===== src/rtl/apb_pad_reader_pkg.sv =====
// Shared register map, bit positions and frame FSM encoding for the pad reader.
// No logic; imported by the engine and the APB top level.
package apb_pad_reader_pkg;

   // Word indices decoded from PADDR[7:2]
   localparam logic [5:0] IDX_CTRL   = 6'd0;
   localparam logic [5:0] IDX_STATUS = 6'd1;
   localparam logic [5:0] IDX_PERIOD = 6'd2;
   localparam logic [5:0] IDX_DATA0  = 6'd4;

   localparam int CTRL_AUTO    = 0;
   localparam int CTRL_START   = 1;
   localparam int CTRL_IRQ_EN  = 2;

   localparam int STAT_BUSY    = 0;
   localparam int STAT_DONE    = 1;
   localparam int STAT_OVERRUN = 2;

   typedef enum logic [2:0] {
      IDLE,
      LATCH,
      SHIFT_LO,
      SHIFT_HI,
      DONE
   } frame_state_t;

endpackage


===== src/rtl/apb_pad_reader_if.sv =====
// APB3 completer-side bundle for the pad reader; PREADY is tied high by the slave.
// Master drives the request, slave returns read data and error.
interface apb_pad_reader_if;
   logic        PSEL;
   logic        PENABLE;
   logic        PWRITE;
   logic [31:0] PADDR;
   logic [31:0] PWDATA;
   logic [31:0] PRDATA;
   logic        PREADY;
   logic        PSLVERR;

   modport master (
      output PSEL, PENABLE, PWRITE, PADDR, PWDATA,
      input  PRDATA, PREADY, PSLVERR
   );

   modport slave (
      input  PSEL, PENABLE, PWRITE, PADDR, PWDATA,
      output PRDATA, PREADY, PSLVERR
   );
endinterface


===== src/rtl/apb_pad_reader_frame_engine.sv =====
// Frame sequencer: latch strobe, BITS sclk pulses, LSB-first capture on each channel.
// Trigger to commit: LATCH_CYC + 2*BITS*CLK_DIV + 1 cycles; triggers while busy are ignored.
module pad_frame_engine
   import apb_pad_reader_pkg::*;
#(
   parameter int NUM_CH    = 2,
   parameter int BITS      = 8,
   parameter int CLK_DIV   = 600,
   parameter int LATCH_CYC = 1200,
   parameter int INVERT    = 1
) (
   input  logic                           clk,
   input  logic                           rst_n,
   input  logic                           i_trigger,
   input  logic [NUM_CH-1:0]              i_data,
   output logic                           o_poll,
   output logic                           o_sclk,
   output logic                           o_commit,
   output logic                           o_busy,
   output logic [NUM_CH-1:0][BITS-1:0]    o_shift
);

   localparam int MAXC = (LATCH_CYC > CLK_DIV) ? LATCH_CYC : CLK_DIV;
   localparam int CW   = $clog2(MAXC + 1);
   localparam int KW   = $clog2(BITS + 1);
   localparam logic [CW-1:0] LAT_LAST = CW'(LATCH_CYC - 1);
   localparam logic [CW-1:0] DIV_LAST = CW'(CLK_DIV - 1);
   localparam logic [KW-1:0] BIT_LAST = KW'(BITS - 1);
   localparam logic          INV      = (INVERT != 0);

   frame_state_t                  r_state;
   frame_state_t                  w_next;
   logic [CW-1:0]                 r_cnt;
   logic [KW-1:0]                 r_bit;
   logic [NUM_CH-1:0][BITS-1:0]   r_shift;
   logic                          w_phase_end;

   always_comb begin
      w_phase_end = 1'b0;
      case (r_state)
         LATCH:              w_phase_end = (r_cnt == LAT_LAST);
         SHIFT_LO, SHIFT_HI: w_phase_end = (r_cnt == DIV_LAST);
         default:            w_phase_end = 1'b0;
      endcase
   end

   always_ff @(posedge clk or negedge rst_n) begin
      if (!rst_n) r_state <= IDLE;
      else        r_state <= w_next;
   end

   always_comb begin
      w_next = r_state;
      case (r_state)
         IDLE:     if (i_trigger)   w_next = LATCH;
         LATCH:    if (w_phase_end) w_next = SHIFT_LO;
         SHIFT_LO: if (w_phase_end) w_next = SHIFT_HI;
         SHIFT_HI: if (w_phase_end) w_next = (r_bit == BIT_LAST) ? DONE : SHIFT_LO;
         DONE:                      w_next = IDLE;
         default:                   w_next = IDLE;
      endcase
   end

   always_comb begin
      o_poll   = (r_state == LATCH);
      o_sclk   = (r_state == SHIFT_HI);
      o_commit = (r_state == DONE);
      o_busy   = (r_state != IDLE);
   end

   // Phase counter restarts at every state change; bit k advances after each high phase
   always_ff @(posedge clk or negedge rst_n) begin
      if (!rst_n) begin
         r_cnt   <= '0;
         r_bit   <= '0;
         r_shift <= '0;
      end else begin
         if (w_phase_end || r_state == IDLE || r_state == DONE) r_cnt <= '0;
         else                                                  r_cnt <= r_cnt + 1'b1;

         if (r_state == IDLE)                      r_bit <= '0;
         else if (r_state == SHIFT_HI && w_phase_end) r_bit <= r_bit + 1'b1;

         if (r_state == SHIFT_LO && w_phase_end) begin
            for (int c = 0; c < NUM_CH; c++) begin
               for (int b = 0; b < BITS; b++) begin
                  if (r_bit == KW'(b)) r_shift[c][b] <= i_data[c] ^ INV;
               end
            end
         end
      end
   end

   assign o_shift = r_shift;

endmodule


===== src/rtl/apb_pad_reader.sv =====
// APB3 front end for the pad frame engine: CTRL/STATUS/PERIOD, auto-poll timer, DATA snapshot.
// Zero wait states (PREADY=1); DATA registers change only on a frame commit.
module apb_pad_reader
   import apb_pad_reader_pkg::*;
#(
   parameter int          NUM_CH       = 2,
   parameter int          BITS         = 8,
   parameter int          CLK_DIV      = 600,
   parameter int          LATCH_CYC    = 1200,
   parameter int          INVERT       = 1,
   parameter logic [23:0] POLL_DEFAULT = 24'd400000
) (
   input  logic                PCLK,
   input  logic                PRESERN,
   apb_pad_reader_if.slave     bus,
   input  logic [NUM_CH-1:0]   data,
   output logic                poll,
   output logic                sclk,
   output logic                ready,
   output logic                irq,
   output logic [BITS-1:0]     buttonData
);

   logic [5:0]                  w_idx;
   logic                        w_acc;
   logic                        w_wr;
   logic                        w_wr_ctrl;
   logic                        w_wr_status;
   logic                        w_wr_period;
   logic                        w_start;
   logic                        w_tick;
   logic                        w_commit;
   logic                        w_busy;
   logic                        w_valid;
   logic [31:0]                 w_rdata;
   logic                        w_unused;
   logic [NUM_CH-1:0][BITS-1:0] w_shift;

   logic                        r_auto;
   logic                        r_irq_en;
   logic                        r_done;
   logic                        r_ovr;
   logic [23:0]                 r_period;
   logic [23:0]                 r_pcnt;
   logic [NUM_CH-1:0][BITS-1:0] r_data;

   assign w_idx       = bus.PADDR[7:2];
   assign w_acc       = bus.PSEL & bus.PENABLE;
   assign w_wr        = w_acc & bus.PWRITE;
   assign w_wr_ctrl   = w_wr && (w_idx == IDX_CTRL);
   assign w_wr_status = w_wr && (w_idx == IDX_STATUS);
   assign w_wr_period = w_wr && (w_idx == IDX_PERIOD);
   assign w_start     = w_wr_ctrl & bus.PWDATA[CTRL_START];
   assign w_unused    = ^{bus.PADDR[31:8], bus.PADDR[1:0], bus.PWDATA[31:24]};

   // A PERIOD write restarts the interval, so it cannot also fire a tick
   assign w_tick = r_auto && (r_period != 24'd0) && (r_pcnt == r_period - 24'd1) && !w_wr_period;

   pad_frame_engine #(
      .NUM_CH    (NUM_CH),
      .BITS      (BITS),
      .CLK_DIV   (CLK_DIV),
      .LATCH_CYC (LATCH_CYC),
      .INVERT    (INVERT)
   ) u_engine (
      .clk       (PCLK),
      .rst_n     (PRESERN),
      .i_trigger (w_start | w_tick),
      .i_data    (data),
      .o_poll    (poll),
      .o_sclk    (sclk),
      .o_commit  (w_commit),
      .o_busy    (w_busy),
      .o_shift   (w_shift)
   );

   always_ff @(posedge PCLK or negedge PRESERN) begin
      if (!PRESERN) begin
         r_auto   <= 1'b0;
         r_irq_en <= 1'b0;
         r_period <= POLL_DEFAULT;
         r_pcnt   <= '0;
      end else begin
         if (w_wr_ctrl) begin
            r_auto   <= bus.PWDATA[CTRL_AUTO];
            r_irq_en <= bus.PWDATA[CTRL_IRQ_EN];
         end
         if (w_wr_period) r_period <= bus.PWDATA[23:0];

         if (!r_auto || w_wr_period) r_pcnt <= '0;
         else if (r_period != 24'd0) r_pcnt <= w_tick ? 24'd0 : r_pcnt + 24'd1;
      end
   end

   // Commit is applied after the W1C so a same-cycle set beats the clear
   always_ff @(posedge PCLK or negedge PRESERN) begin
      if (!PRESERN) begin
         r_done <= 1'b0;
         r_ovr  <= 1'b0;
         r_data <= '0;
      end else begin
         if (w_wr_status) begin
            if (bus.PWDATA[STAT_DONE])    r_done <= 1'b0;
            if (bus.PWDATA[STAT_OVERRUN]) r_ovr  <= 1'b0;
         end
         if (w_commit) begin
            r_data <= w_shift;
            r_done <= 1'b1;
            if (r_done) r_ovr <= 1'b1;
         end
      end
   end

   always_comb begin
      w_rdata = '0;
      w_valid = 1'b0;
      case (w_idx)
         IDX_CTRL: begin
            w_valid = 1'b1;
            w_rdata[CTRL_AUTO]   = r_auto;
            w_rdata[CTRL_IRQ_EN] = r_irq_en;
         end
         IDX_STATUS: begin
            w_valid = 1'b1;
            w_rdata[STAT_BUSY]    = w_busy;
            w_rdata[STAT_DONE]    = r_done;
            w_rdata[STAT_OVERRUN] = r_ovr;
         end
         IDX_PERIOD: begin
            w_valid = 1'b1;
            w_rdata = {8'd0, r_period};
         end
         default: begin
            for (int c = 0; c < NUM_CH; c++) begin
               if (w_idx == 6'(IDX_DATA0 + c)) begin
                  w_valid = 1'b1;
                  w_rdata = 32'(r_data[c]);
               end
            end
         end
      endcase
   end

   assign bus.PRDATA  = w_rdata;
   assign bus.PREADY  = 1'b1;
   assign bus.PSLVERR = w_acc & ~w_valid;

   assign ready      = w_commit;
   assign irq        = r_done & r_irq_en;
   assign buttonData = r_data[0];

endmodule


===== src/flat_wrapper.sv =====
// flat-port wrapper written by rule: the top's interface ports become plain ports
module apb_pad_reader_flat import apb_pad_reader_pkg::*;
#(
   parameter int          NUM_CH       = 2,
   parameter int          BITS         = 8,
   parameter int          CLK_DIV      = 600,
   parameter int          LATCH_CYC    = 1200,
   parameter int          INVERT       = 1,
   parameter logic [23:0] POLL_DEFAULT = 24'd400000
)
  (PCLK, PRESERN, data, poll, sclk, ready, irq, buttonData, bus_PSEL, bus_PENABLE, bus_PWRITE, bus_PADDR, bus_PWDATA, bus_PRDATA, bus_PREADY, bus_PSLVERR);
  apb_pad_reader_if bus_i ();
  input  logic PCLK;
  input  logic PRESERN;
  input  logic [NUM_CH-1:0] data;
  output logic poll;
  output logic sclk;
  output logic ready;
  output logic irq;
  output logic [BITS-1:0] buttonData;
  input wire logic [$bits(bus_i.PSEL)-1:0] bus_PSEL;
  input wire logic [$bits(bus_i.PENABLE)-1:0] bus_PENABLE;
  input wire logic [$bits(bus_i.PWRITE)-1:0] bus_PWRITE;
  input wire logic [$bits(bus_i.PADDR)-1:0] bus_PADDR;
  input wire logic [$bits(bus_i.PWDATA)-1:0] bus_PWDATA;
  output wire logic [$bits(bus_i.PRDATA)-1:0] bus_PRDATA;
  output wire logic [$bits(bus_i.PREADY)-1:0] bus_PREADY;
  output wire logic [$bits(bus_i.PSLVERR)-1:0] bus_PSLVERR;
  assign bus_i.PSEL = bus_PSEL;
  assign bus_i.PENABLE = bus_PENABLE;
  assign bus_i.PWRITE = bus_PWRITE;
  assign bus_i.PADDR = bus_PADDR;
  assign bus_i.PWDATA = bus_PWDATA;
  assign bus_PRDATA = bus_i.PRDATA;
  assign bus_PREADY = bus_i.PREADY;
  assign bus_PSLVERR = bus_i.PSLVERR;
  apb_pad_reader #(.NUM_CH(NUM_CH), .BITS(BITS), .CLK_DIV(CLK_DIV), .LATCH_CYC(LATCH_CYC), .INVERT(INVERT), .POLL_DEFAULT(POLL_DEFAULT)) u_core (.PCLK(PCLK), .PRESERN(PRESERN), .bus(bus_i), .data(data), .poll(poll), .sclk(sclk), .ready(ready), .irq(irq), .buttonData(buttonData));
endmodule

===== config.mk =====
export PLATFORM = sky130hd
export DESIGN_NAME = apb_pad_reader_flat
export DESIGN_NICKNAME = d
export VERILOG_FILES = /design/src/rtl/apb_pad_reader_pkg.sv /design/src/rtl/apb_pad_reader_if.sv /design/src/rtl/apb_pad_reader_frame_engine.sv /design/src/rtl/apb_pad_reader.sv /design/src/flat_wrapper.sv
export SDC_FILE = /design/constraint.sdc
export NUM_CORES = 1
export LEC_CHECK = 0
export BUFFER_PORTS_ARGS = -buffer_cell sky130_fd_sc_hd__clkbuf_2
export CAP_MARGIN = 20
export CORE_MARGIN = 2
export CORE_UTILIZATION = 58
export CTS_BUF_LIST = sky130_fd_sc_hd__clkbuf_8
export CTS_CLUSTER_DIAMETER = 60
export CTS_CLUSTER_SIZE = 10
export DETAILED_ROUTE_END_ITERATION = 10
export GPL_TIMING_DRIVEN = 0
export PLACE_DENSITY = 0.86
export SETUP_SLACK_MARGIN = 0.2
export SKIP_LAST_GASP = 1
export SLEW_MARGIN = 20
export SYNTH_ARGS = -nofsm -noshare
export SYNTH_HDL_FRONTEND = slang
export SYNTH_HIERARCHICAL = 1
export SYNTH_SLANG_ARGS = --single-unit

===== constraint.sdc =====
create_clock -name PCLK -period 6.14 [get_ports PCLK]
set_input_delay 1.228 -clock PCLK [delete_from_list [all_inputs] [get_ports PCLK]]
set_output_delay 1.228 -clock PCLK [all_outputs]
set_load 0.1 [all_outputs]

==> results of run 1 <==
-- worst min path at each step --
stage / startpoint / slack [ps] / endpoint
global route: u_core/u_engine/r_cnt[0]$_DFF_PN0_ / 520 / u_core/u_engine/r_cnt[0]$_DFF_PN0_
CTS: u_core/u_engine/r_cnt[0]$_DFF_PN0_ / 500 / u_core/u_engine/r_cnt[0]$_DFF_PN0_
global placement: u_core/u_engine/r_cnt[0]$_DFF_PN0_ / 470 / u_core/u_engine/r_cnt[0]$_DFF_PN0_
finish: u_core/u_engine/r_cnt[0]$_DFF_PN0_ / 490 / u_core/u_engine/r_cnt[0]$_DFF_PN0_
detailed placement: u_core/u_engine/r_cnt[0]$_DFF_PN0_ / 490 / u_core/u_engine/r_cnt[0]$_DFF_PN0_
floorplan: u_core/u_engine/r_cnt[0]$_DFF_PN0_ / 460 / u_core/u_engine/r_cnt[0]$_DFF_PN0_
-- area by class of cell --
| type | instances | area, µm² |
|---|---|---|
| Inverter | 23 | 86.3 |
| Clock buffer | 9 | 124 |
| Clock inverter | 7 | 66.3 |
| Buffer | 59 | 314 |
| Fill cell | 842 | 3630 |
| Multi-Input combinational cell | 493 | 3440 |
| Timing Repair Buffer | 72 | 392 |
| Sequential cell | 102 | 2560 |
| Tap cell | 140 | 175 |
-- critical path, cell delays in order --
cell and delay, ps:
sky130_fd_sc_hd__clkbuf_2 70, sky130_fd_sc_hd__or3_1 370, sky130_fd_sc_hd__clkbuf_1 190, sky130_fd_sc_hd__nor3_1 270, sky130_fd_sc_hd__clkbuf_1 400, sky130_fd_sc_hd__nand2_1 110, sky130_fd_sc_hd__o21ai_0 150, sky130_fd_sc_hd__clkbuf_2 520
-- cells in the final DEF, fill, tap and decap left out, types with 21 or more instances in the layout --
cell type,synthesis,routed
sky130_fd_sc_hd__nand3_1,22,22
sky130_fd_sc_hd__nor2_1,47,47
sky130_fd_sc_hd__inv_1,23,23
sky130_fd_sc_hd__nand2_1,37,37
sky130_fd_sc_hd__clkbuf_1,31,31
sky130_fd_sc_hd__clkbuf_2,0,70
sky130_fd_sc_hd__mux2_2,47,47
sky130_fd_sc_hd__nor3_1,42,42
sky130_fd_sc_hd__o21ai_0,32,32
sky130_fd_sc_hd__dfrtp_1,96,96
sky130_fd_sc_hd__xor2_1,21,21
sky130_fd_sc_hd__xnor2_1,39,39
-- metrics by stage --
stage / utilization (%) / instances
floorplan: - / 677
global placement: 64.3 / 888
detailed placement: 64.6 / 889
CTS: 66.4 / 905
global route: 66.4 / 905
finish: 66.4 / 905
-- cells by family after synthesis --
logic type	count (synthesis)	share of synthesized area [%]
AOI/OAI and AO/OA	86	8.77
muxes	63	10.8
adders and majority gates	8	1.57
xor gates and xnor gates	60	8.24
and+or+nand+nor	267	24.1
DFF	102	40.1
other	2	0.118
buffers and inverters	82	6.28
-- flip-flops by register name (all words and copies together), names as in the netlist --
| name | cells |
|---|---|
| u_core/u_engine/r_cnt | 11 |
| u_core/r_irq_en | 1 |
| u_core/r_period | 24 |
| u_core/r_pcnt | 24 |
| u_core/r_data | 8 |
| u_core/u_engine/o_shift | 16 |
| u_core/r_done | 1 |
| u_core/r_ovr | 1 |
| u_core/r_auto | 1 |
| u_core/buttonData | 8 |
| u_core/u_engine/r_state | 3 |
| u_core/u_engine/r_bit | 4 |
-- layer usage --
layer | share of wire (%) | global-route usage, %
met2 | 51 | 48.8
met1 | 39 | 33.1
met4 | 3.1 | 11.3
met3 | 6.8 | 5.86
met5 | 0 | 0
-- report_power, final --
group,internal [mW],switching (mW),total [mW]
logic,0.108,0.195,0.302
registers,0.685,0.0147,0.700
clock network,0.158,0.259,0.417
==> report_table.html, run 1 <==
<table>
<tr><th>Metric</th><th>Value</th></tr>
<tr><th colspan="2">Timing</th></tr>
<tr><td>Post-route clock period utilization</td><td>74.1%</td></tr>
<tr><td>Hold Vio Cnt, Final</td><td>0</td></tr>
<tr><td>Total setup violations reported at the end of the flow</td><td>0</td></tr>
<tr><td>Final count of pins violating max slew</td><td>0</td></tr>
<tr><td>Setup repair after global routing missed its margin</td><td>no</td></tr>
<tr><td>Clock tree skew after final layout</td><td>13.4 ps</td></tr>
<tr><td>Achievable Freq</td><td>220 MHz</td></tr>
<tr><td>Final period demand of the worst path</td><td>4550 ps</td></tr>
<tr><td>Setup TNS after final layout</td><td>0 ps</td></tr>
<tr><td>Final worst slack</td><td>1590 ps</td></tr>
<tr><td>Headroom to the max-slew limit</td><td>49.0%</td></tr>
<tr><td>Worst-Margin Slew</td><td>764 ps</td></tr>
<tr><td>Worst hold margin</td><td>494 ps</td></tr>
<tr><th colspan="2">Global route</th></tr>
<tr><td>First-pass GRT wire length</td><td>25.6 mm</td></tr>
<tr><td>Largest net degree at the start of global routing</td><td>60</td></tr>
<tr><td>Antenna violations before repair</td><td>0</td></tr>
<tr><td>Congestion Overflow GR</td><td>0</td></tr>
<tr><td>Total global routing track utilization</td><td>27.8%</td></tr>
<tr><td>Number of global-route vias before repair</td><td>5327</td></tr>
<tr><th colspan="2">Drt</th></tr>
<tr><td>Post-route DRC</td><td>0</td></tr>
<tr><td>Vias after detailed routing</td><td>5458</td></tr>
<tr><td>Post-detailed-routing wire length</td><td>15.6 mm</td></tr>
<tr><td>Via-to-Cell Ratio</td><td>6.03</td></tr>
<tr><td>Routed wire length per instance</td><td>17.2 µm</td></tr>
<tr><td>First-iteration detailed-routing DRC count</td><td>292</td></tr>
<tr><td>DRT antenna net count</td><td>0</td></tr>
<tr><td>Number of detailed-route iterations in the first pass</td><td>5</td></tr>
<tr><th colspan="2">Placement</th></tr>
<tr><td>Estimated wirelength of the detail-placed design</td><td>11.9 mm</td></tr>
<tr><td>Routability congestion estimate from global placement</td><td>1.00</td></tr>
<tr><td>Port Buf Inserts</td><td>71</td></tr>
<tr><td>Cell area after placement</td><td>6970 µm²</td></tr>
<tr><td>Pre-CTS setup slack</td><td>1630 ps</td></tr>
<tr><th colspan="2">Clocking</th></tr>
<tr><td>Number of clock sinks</td><td>102</td></tr>
<tr><td>Count of instances resized after the clock tree is built</td><td>0</td></tr>
<tr><td>CTS H-tree depth</td><td>3</td></tr>
<tr><td>Setup Fix Bufs, Post-CTS</td><td>0</td></tr>
<tr><td>Number of clock buffers inserted by TritonCTS</td><td>9</td></tr>
<tr><td>Number of buffers on the longest clock path</td><td>2</td></tr>
<tr><td>CTS clk-pin slew, worst paths</td><td>100 ps</td></tr>
<tr><td>TritonCTS clock tree</td><td>done</td></tr>
<tr><td>Clock root buffer</td><td>sky130_fd_sc_hd__clkbuf_8</td></tr>
<tr><td>Number of hold buffers added after cts</td><td>0</td></tr>
<tr><td>Worst-Skew Late Latency</td><td>390 ps</td></tr>
<tr><th colspan="2">Floorplanning</th></tr>
<tr><td>Initial standard-cell utilization of the core</td><td>59.1%</td></tr>
<tr><td>Total I/O pin count</td><td>117</td></tr>
<tr><td>Height of the chip</td><td>109 µm</td></tr>
<tr><td>Horizontal extent of the die</td><td>109 µm</td></tr>
<tr><td>Die area</td><td>11900 µm²</td></tr>
<tr><td>Site row count</td><td>38</td></tr>
<tr><td>Core outline area</td><td>10800 µm²</td></tr>
<tr><th colspan="2">Critical path</th></tr>
<tr><td>Crit Path Class</td><td>primary input to output port</td></tr>
<tr><td>Depth of the worst register-to-register path</td><td>13</td></tr>
<tr><td>Capture instance of the worst register-to-register path</td><td>u_core/u_engine/r_state[0]$_DFFE_PN0P_</td></tr>
<tr><td>Peak fanout along the critical path</td><td>10</td></tr>
<tr><td>Setup crit end</td><td>bus_PRDATA[3]</td></tr>
<tr><td>Critical path data required time</td><td>4910 ps</td></tr>
<tr><td>Critical Path AT</td><td>3320 ps</td></tr>
<tr><td>Setup slack on the worst flop-to-flop path</td><td>1900 ps</td></tr>
<tr><td>Critical path launch point type</td><td>primary input</td></tr>
<tr><td>Startpoint of the most critical register-to-register path</td><td>u_core/r_period[0]$_DFFE_PN0P_</td></tr>
<tr><td>Launching instance or port of the critical path</td><td>bus_PADDR[7]</td></tr>
<tr><td>Capturing element type of the critical path</td><td>output port</td></tr>
<tr><th colspan="2">Synth</th></tr>
<tr><td>EDFF count, synth</td><td>0</td></tr>
<tr><td>Top cells by area in the synthesized netlist</td><td>sky130_fd_sc_hd__dfrtp_1 (38%), sky130_fd_sc_hd__mux2_2 (8.3%), sky130_fd_sc_hd__xnor2_1 (5.4%)</td></tr>
<tr><td>Netlist area before placement</td><td>6380 µm²</td></tr>
<tr><td>Cell type with the highest aggregate area in the netlist</td><td>sky130_fd_sc_hd__dfrtp_1</td></tr>
<tr><td>Yosys top cell area share</td><td>37.7%</td></tr>
<tr><td>Yosys synthesis warning count</td><td>6</td></tr>
<tr><td>Synth async-reset ratio</td><td>100%</td></tr>
<tr><td>Synthesized flop and latch total</td><td>102</td></tr>
<tr><td>Post-synthesis instance total</td><td>670</td></tr>
<tr><td>Cell variety after synth</td><td>72</td></tr>
<tr><td>Seq/Total Area, Yosys</td><td>40.1%</td></tr>
<tr><td>Count leader, synth</td><td>sky130_fd_sc_hd__dfrtp_1</td></tr>
<tr><td>Top post-synthesis cells by count</td><td>sky130_fd_sc_hd__dfrtp_1 (96), sky130_fd_sc_hd__mux2_2 (47), sky130_fd_sc_hd__nor2_1 (47)</td></tr>
<tr><td>Mean instance size in the synthesized netlist</td><td>9.52 µm²</td></tr>
<tr><td>Main synth FF type</td><td>sky130_fd_sc_hd__dfrtp_1</td></tr>
<tr><th colspan="2">Final layout</th></tr>
<tr><td>Final Net Count</td><td>839</td></tr>
<tr><td>Design Area, Final</td><td>7160 µm²</td></tr>
<tr><td>Antenna diode count</td><td>0</td></tr>
<tr><td>Share of cells above drive strength 1</td><td>24.2%</td></tr>
<tr><td>Area growth from synthesis to layout</td><td>12.3%</td></tr>
<tr><th colspan="2">Job</th></tr>
<tr><td>Total of max-cap violations</td><td>0</td></tr>
<tr><th colspan="2">Min path</th></tr>
<tr><td>Worst hold path depth</td><td>1</td></tr>
<tr><td>Tightest Hold Check Type</td><td>flip-flop to flip-flop</td></tr>
<tr><th colspan="2">Power and ir drop</th></tr>
<tr><td>Leakage power summed over all cells</td><td>3.29 nW</td></tr>
<tr><td>Total power per unit cell area</td><td>198 nW/µm²</td></tr>
<tr><td>Power after layout</td><td>1.42 mW</td></tr>
<tr><td>Maximum ir drop on the vdd rail</td><td>0.174 mV</td></tr>
<tr><th colspan="2">Run status</th></tr>
<tr><td>Result of the run</td><td>completed</td></tr>
</table>
No activity file was read; power rests on OpenSTA's default activity.
==> run 2, diff against run 1 <==
--- a/config.mk
+++ b/config.mk
@@ -5,16 +5,17 @@
 export SDC_FILE = /design/constraint.sdc
 export NUM_CORES = 1
 export LEC_CHECK = 0
+export ABC_AREA = 1
 export BUFFER_PORTS_ARGS = -buffer_cell sky130_fd_sc_hd__clkbuf_2
 export CAP_MARGIN = 20
 export CORE_MARGIN = 2
-export CORE_UTILIZATION = 58
+export CORE_UTILIZATION = 53
 export CTS_BUF_LIST = sky130_fd_sc_hd__clkbuf_8
 export CTS_CLUSTER_DIAMETER = 60
 export CTS_CLUSTER_SIZE = 10
 export DETAILED_ROUTE_END_ITERATION = 10
 export GPL_TIMING_DRIVEN = 0
-export PLACE_DENSITY = 0.86
+export PLACE_DENSITY = 0.82
 export SETUP_SLACK_MARGIN = 0.2
 export SKIP_LAST_GASP = 1
 export SLEW_MARGIN = 20
==> constraint.sdc (replaced) <==
create_clock -name PCLK -period 3.7 [get_ports PCLK]
set_input_delay 0.74 -clock PCLK [delete_from_list [all_inputs] [get_ports PCLK]]
set_output_delay 0.74 -clock PCLK [all_outputs]
set_load 0.1 [all_outputs]
==> run 2 against run 1 <==
Net effect: combinational power rose to 2.8 times the previous value; largest cell class unchanged; global-route usage down 2.5 points; largest power group unchanged; utilization down 4.8 points; synthesized cell count up 47%.
==> report_table.html, run 2 <==
<table>
<tr><th>Metric</th><th>Value</th></tr>
<tr><th colspan="2">Run status</th></tr>
<tr><td>Result of the run</td><td>completed</td></tr>
<tr><th colspan="2">Global route</th></tr>
<tr><td>First-pass GRT wire length</td><td>28.5 mm</td></tr>
<tr><td>Antenna violations before repair</td><td>0</td></tr>
<tr><td>Congestion Overflow GR</td><td>0</td></tr>
<tr><td>Total global routing track utilization</td><td>25.3%</td></tr>
<tr><td>Largest net degree at the start of global routing</td><td>68</td></tr>
<tr><td>Number of global-route vias before repair</td><td>5978</td></tr>
<tr><th colspan="2">Synth</th></tr>
<tr><td>Netlist area before placement</td><td>6970 µm²</td></tr>
<tr><td>Count leader, synth</td><td>sky130_fd_sc_hd__nand2_1</td></tr>
<tr><td>Share of synthesized cell area in full adder, half adder and majority cells</td><td>1.44%</td></tr>
<tr><td>Synthesized flop and latch total</td><td>102</td></tr>
<tr><td>EDFF count, synth</td><td>0</td></tr>
<tr><td>Yosys top cell area share</td><td>34.5%</td></tr>
<tr><td>Share of the synthesized area in compound gates (AO/OA/AOI/OAI)</td><td>6.01%</td></tr>
<tr><td>Mean instance size in the synthesized netlist</td><td>7.09 µm²</td></tr>
<tr><td>Main combinational cell family by area after synthesis</td><td>simple AND/OR/NAND/NOR gates</td></tr>
<tr><td>Multiplexer area fraction after synthesis</td><td>0%</td></tr>
<tr><td>Main synth FF type</td><td>sky130_fd_sc_hd__dfrtp_1</td></tr>
<tr><td>Share of the synthesized netlist area taken by xor and xnor gates</td><td>4.85%</td></tr>
<tr><td>Synth async-reset ratio</td><td>100%</td></tr>
<tr><td>Yosys synthesis warning count</td><td>6</td></tr>
<tr><td>Cell type with the highest aggregate area in the netlist</td><td>sky130_fd_sc_hd__dfrtp_1</td></tr>
<tr><td>Cell variety after synth</td><td>44</td></tr>
<tr><td>Top cells by area in the synthesized netlist</td><td>sky130_fd_sc_hd__dfrtp_1 (34%), sky130_fd_sc_hd__nand2_1 (16%), sky130_fd_sc_hd__nor2_1 (6.3%)</td></tr>
<tr><td>Synthesized-area fraction occupied by and/or/nand/nor cells</td><td>40.4%</td></tr>
<tr><td>Seq/Total Area, Yosys</td><td>36.7%</td></tr>
<tr><td>Post-synthesis instance total</td><td>983</td></tr>
<tr><td>Top post-synthesis cells by count</td><td>sky130_fd_sc_hd__nand2_1 (302), sky130_fd_sc_hd__nor2_1 (117), sky130_fd_sc_hd__inv_1 (110)</td></tr>
<tr><th colspan="2">Timing</th></tr>
<tr><td>Achievable Freq</td><td>314 MHz</td></tr>
<tr><td>Clock tree skew after final layout</td><td>11.2 ps</td></tr>
<tr><td>Headroom to the max-slew limit</td><td>60.2%</td></tr>
<tr><td>Post-route clock period utilization</td><td>85.9%</td></tr>
<tr><td>Worst-Margin Slew</td><td>596 ps</td></tr>
<tr><td>Final period demand of the worst path</td><td>3180 ps</td></tr>
<tr><td>Hold Vio Cnt, Final</td><td>0</td></tr>
<tr><td>Setup repair after global routing missed its margin</td><td>no</td></tr>
<tr><td>Setup TNS after final layout</td><td>0 ps</td></tr>
<tr><td>Total setup violations reported at the end of the flow</td><td>0</td></tr>
<tr><td>Final count of pins violating max slew</td><td>0</td></tr>
<tr><th colspan="2">Final layout</th></tr>
<tr><td>Most common library cell in the layout ignoring fill and taps</td><td>sky130_fd_sc_hd__nand2_1</td></tr>
<tr><td>Antenna diode count</td><td>0</td></tr>
<tr><td>Area growth from synthesis to layout</td><td>12.4%</td></tr>
<tr><td>Final Net Count</td><td>1155</td></tr>
<tr><td>Share of cells above drive strength 1</td><td>18.8%</td></tr>
<tr><td>Leading cell types in the layout, fill and taps excluded</td><td>sky130_fd_sc_hd__nand2_1 (302), sky130_fd_sc_hd__nor2_1 (117), sky130_fd_sc_hd__inv_1 (113), sky130_fd_sc_hd__dfrtp_1 (96), sky130_fd_sc_hd__clkbuf_2 (74)</td></tr>
<tr><td>Layout filler cell count</td><td>1179</td></tr>
<tr><th colspan="2">Placement</th></tr>
<tr><td>Routability congestion estimate from global placement</td><td>0.949</td></tr>
<tr><td>Port Buf Inserts</td><td>73</td></tr>
<tr><td>Estimated wirelength of the detail-placed design</td><td>13.6 mm</td></tr>
<tr><th colspan="2">Clocking</th></tr>
<tr><td>TritonCTS clock tree</td><td>done</td></tr>
<tr><td>Number of buffers on the longest clock path</td><td>2</td></tr>
<tr><td>Worst-Skew Late Latency</td><td>380 ps</td></tr>
<tr><td>CTS H-tree depth</td><td>3</td></tr>
<tr><td>Count of instances resized after the clock tree is built</td><td>0</td></tr>
<tr><td>Clock root buffer</td><td>sky130_fd_sc_hd__clkbuf_8</td></tr>
<tr><td>Number of clock sinks</td><td>102</td></tr>
<tr><td>CTS clk-pin slew, worst paths</td><td>100 ps</td></tr>
<tr><td>Setup Fix Bufs, Post-CTS</td><td>0</td></tr>
<tr><td>Number of clock buffers inserted by TritonCTS</td><td>9</td></tr>
<tr><td>Number of hold buffers added after cts</td><td>0</td></tr>
<tr><th colspan="2">Critical path</th></tr>
<tr><td>Capturing element type of the critical path</td><td>output port</td></tr>
<tr><td>Crit Path Class</td><td>primary input to output port</td></tr>
<tr><td>Critical path data required time</td><td>2960 ps</td></tr>
<tr><td>Critical Path AT</td><td>2440 ps</td></tr>
<tr><td>Critical path launch point type</td><td>primary input</td></tr>
<tr><td>Peak fanout along the critical path</td><td>8</td></tr>
<tr><td>Depth of the worst register-to-register path</td><td>14</td></tr>
<tr><th colspan="2">Power and ir drop</th></tr>
<tr><td>Total power per unit cell area</td><td>366 nW/µm²</td></tr>
<tr><td>Power after layout</td><td>2.87 mW</td></tr>
<tr><td>Leakage power summed over all cells</td><td>3.86 nW</td></tr>
<tr><td>Maximum ir drop on the vdd rail</td><td>0.358 mV</td></tr>
<tr><th colspan="2">Floorplanning</th></tr>
<tr><td>Initial standard-cell utilization of the core</td><td>54.8%</td></tr>
<tr><td>Die area</td><td>14100 µm²</td></tr>
<tr><td>Site row count</td><td>41</td></tr>
<tr><td>Height of the chip</td><td>119 µm</td></tr>
<tr><td>Core outline area</td><td>12700 µm²</td></tr>
<tr><td>Horizontal extent of the die</td><td>119 µm</td></tr>
<tr><td>Total I/O pin count</td><td>117</td></tr>
<tr><th colspan="2">Drt</th></tr>
<tr><td>Number of detailed-route iterations in the first pass</td><td>5</td></tr>
<tr><td>First-iteration detailed-routing DRC count</td><td>456</td></tr>
<tr><td>DRT antenna net count</td><td>0</td></tr>
<tr><td>Vias after detailed routing</td><td>6490</td></tr>
<tr><td>Via-to-Cell Ratio</td><td>5.18</td></tr>
<tr><td>Routed wire length per instance</td><td>13.8 µm</td></tr>
<tr><td>Post-detailed-routing wire length</td><td>17.3 mm</td></tr>
<tr><td>Post-route DRC</td><td>0</td></tr>
<tr><th colspan="2">Min path</th></tr>
<tr><td>Tightest Hold Check Type</td><td>primary input to asynchronous set/reset pin</td></tr>
<tr><th colspan="2">Job</th></tr>
<tr><td>Total of max-cap violations</td><td>0</td></tr>
</table>
-- run 2: changes by cell type after synthesis, sizes merged, moves of 15 or more --
cell and change:
inv +97, nand3 +31, mux2 -48, mux2i -15
nor3 -28, o21ai +19, xnor2 -24, nand2 +297
clkbuf -17, and2 -20, nor2 +95
-- run 2: cell type report --
type	count	area [µm²]	area share (%)
tap	172	215	2.75
clock inverter	7	66.3	0.847
inverter	122	458	5.85
sequential	102	2560	32.7
clock buffer	9	124	1.58
buffer	40	272	3.47
multi-input combinational	726	3730	47.6
timing repair buffer	75	407	5.19
-- run 2: kinds of logic after synthesis --
group	Yosys count
xor gates and xnor gates	37
adders and majority gates	8
AOI/OAI and AO/OA	76
buffers and inverters	162
and+or+nand+nor	596
other	2
DFF	102
-- run 2: through the flow --
stage | utilization (%) | hold WS (ps) | area (µm²) | setup slack, ps | cells
finish | 61.6 | 245 | 7830 | 520 | 1253
floorplan | - | 442 | 7020 | 15.1 | 990
global route | 61.6 | 245 | 7830 | 421 | 1253
detailed placement | 60.1 | 464 | 7640 | 492 | 1237
CTS | 61.6 | 237 | 7830 | 507 | 1253
global placement | 59.7 | 456 | 7600 | -304 | 1235
-- run 2: metal layers --
metal | wire [µm] | up-vias | part of all wire, % | global-route usage, %
met4 | 401 | 0 | 2.3 | 8.48
met5 | 0 | - | 0 | 0
met3 | 999 | 28 | 5.8 | 5.21
li1 | - | 3249 | - | -
met2 | 8090 | 203 | 47 | 40.6
met1 | 7770 | 3010 | 45 | 34.3
-- run 2: power breakdown --
part | internal (mW) | leakage (nW) | total, mW | switching [mW]
logic | 0.249 | 2.54 | 0.847 | 0.599
clock network | 0.310 | 0.104 | 0.701 | 0.391
registers | 1.21 | 1.22 | 1.32 | 0.112
-- run 2: worst paths after layout --
check | endpoint | start | slack (ps)
max | bus_PRDATA[6] | bus_PADDR[7] | 520
min in group PCLK | u_core/buttonData[7]$_DFFE_PN0P_ | u_core/u_engine/o_shift[7]$_DFFE_PN0P_ | 480
min | u_core/u_engine/o_shift[7]$_DFFE_PN0P_ | PRESERN | 240
max in group asynchronous | u_core/r_period[7]$_DFFE_PN1P_ | PRESERN | 2820
min reg2reg | u_core/buttonData[7]$_DFFE_PN0P_ | u_core/u_engine/o_shift[7]$_DFFE_PN0P_ | 480
max reg2reg | u_core/u_engine/r_state[0]$_DFFE_PN0P_ | u_core/r_period[8]$_DFFE_PN0P_ | 960
-- run 2: critical path: stages --
cell                       delay [ps]
sky130_fd_sc_hd__clkbuf_2          80
sky130_fd_sc_hd__nor2_1           170
sky130_fd_sc_hd__inv_1             90
sky130_fd_sc_hd__nor4_1           320
sky130_fd_sc_hd__inv_1            270
sky130_fd_sc_hd__o221ai_1         260
sky130_fd_sc_hd__clkbuf_2         500
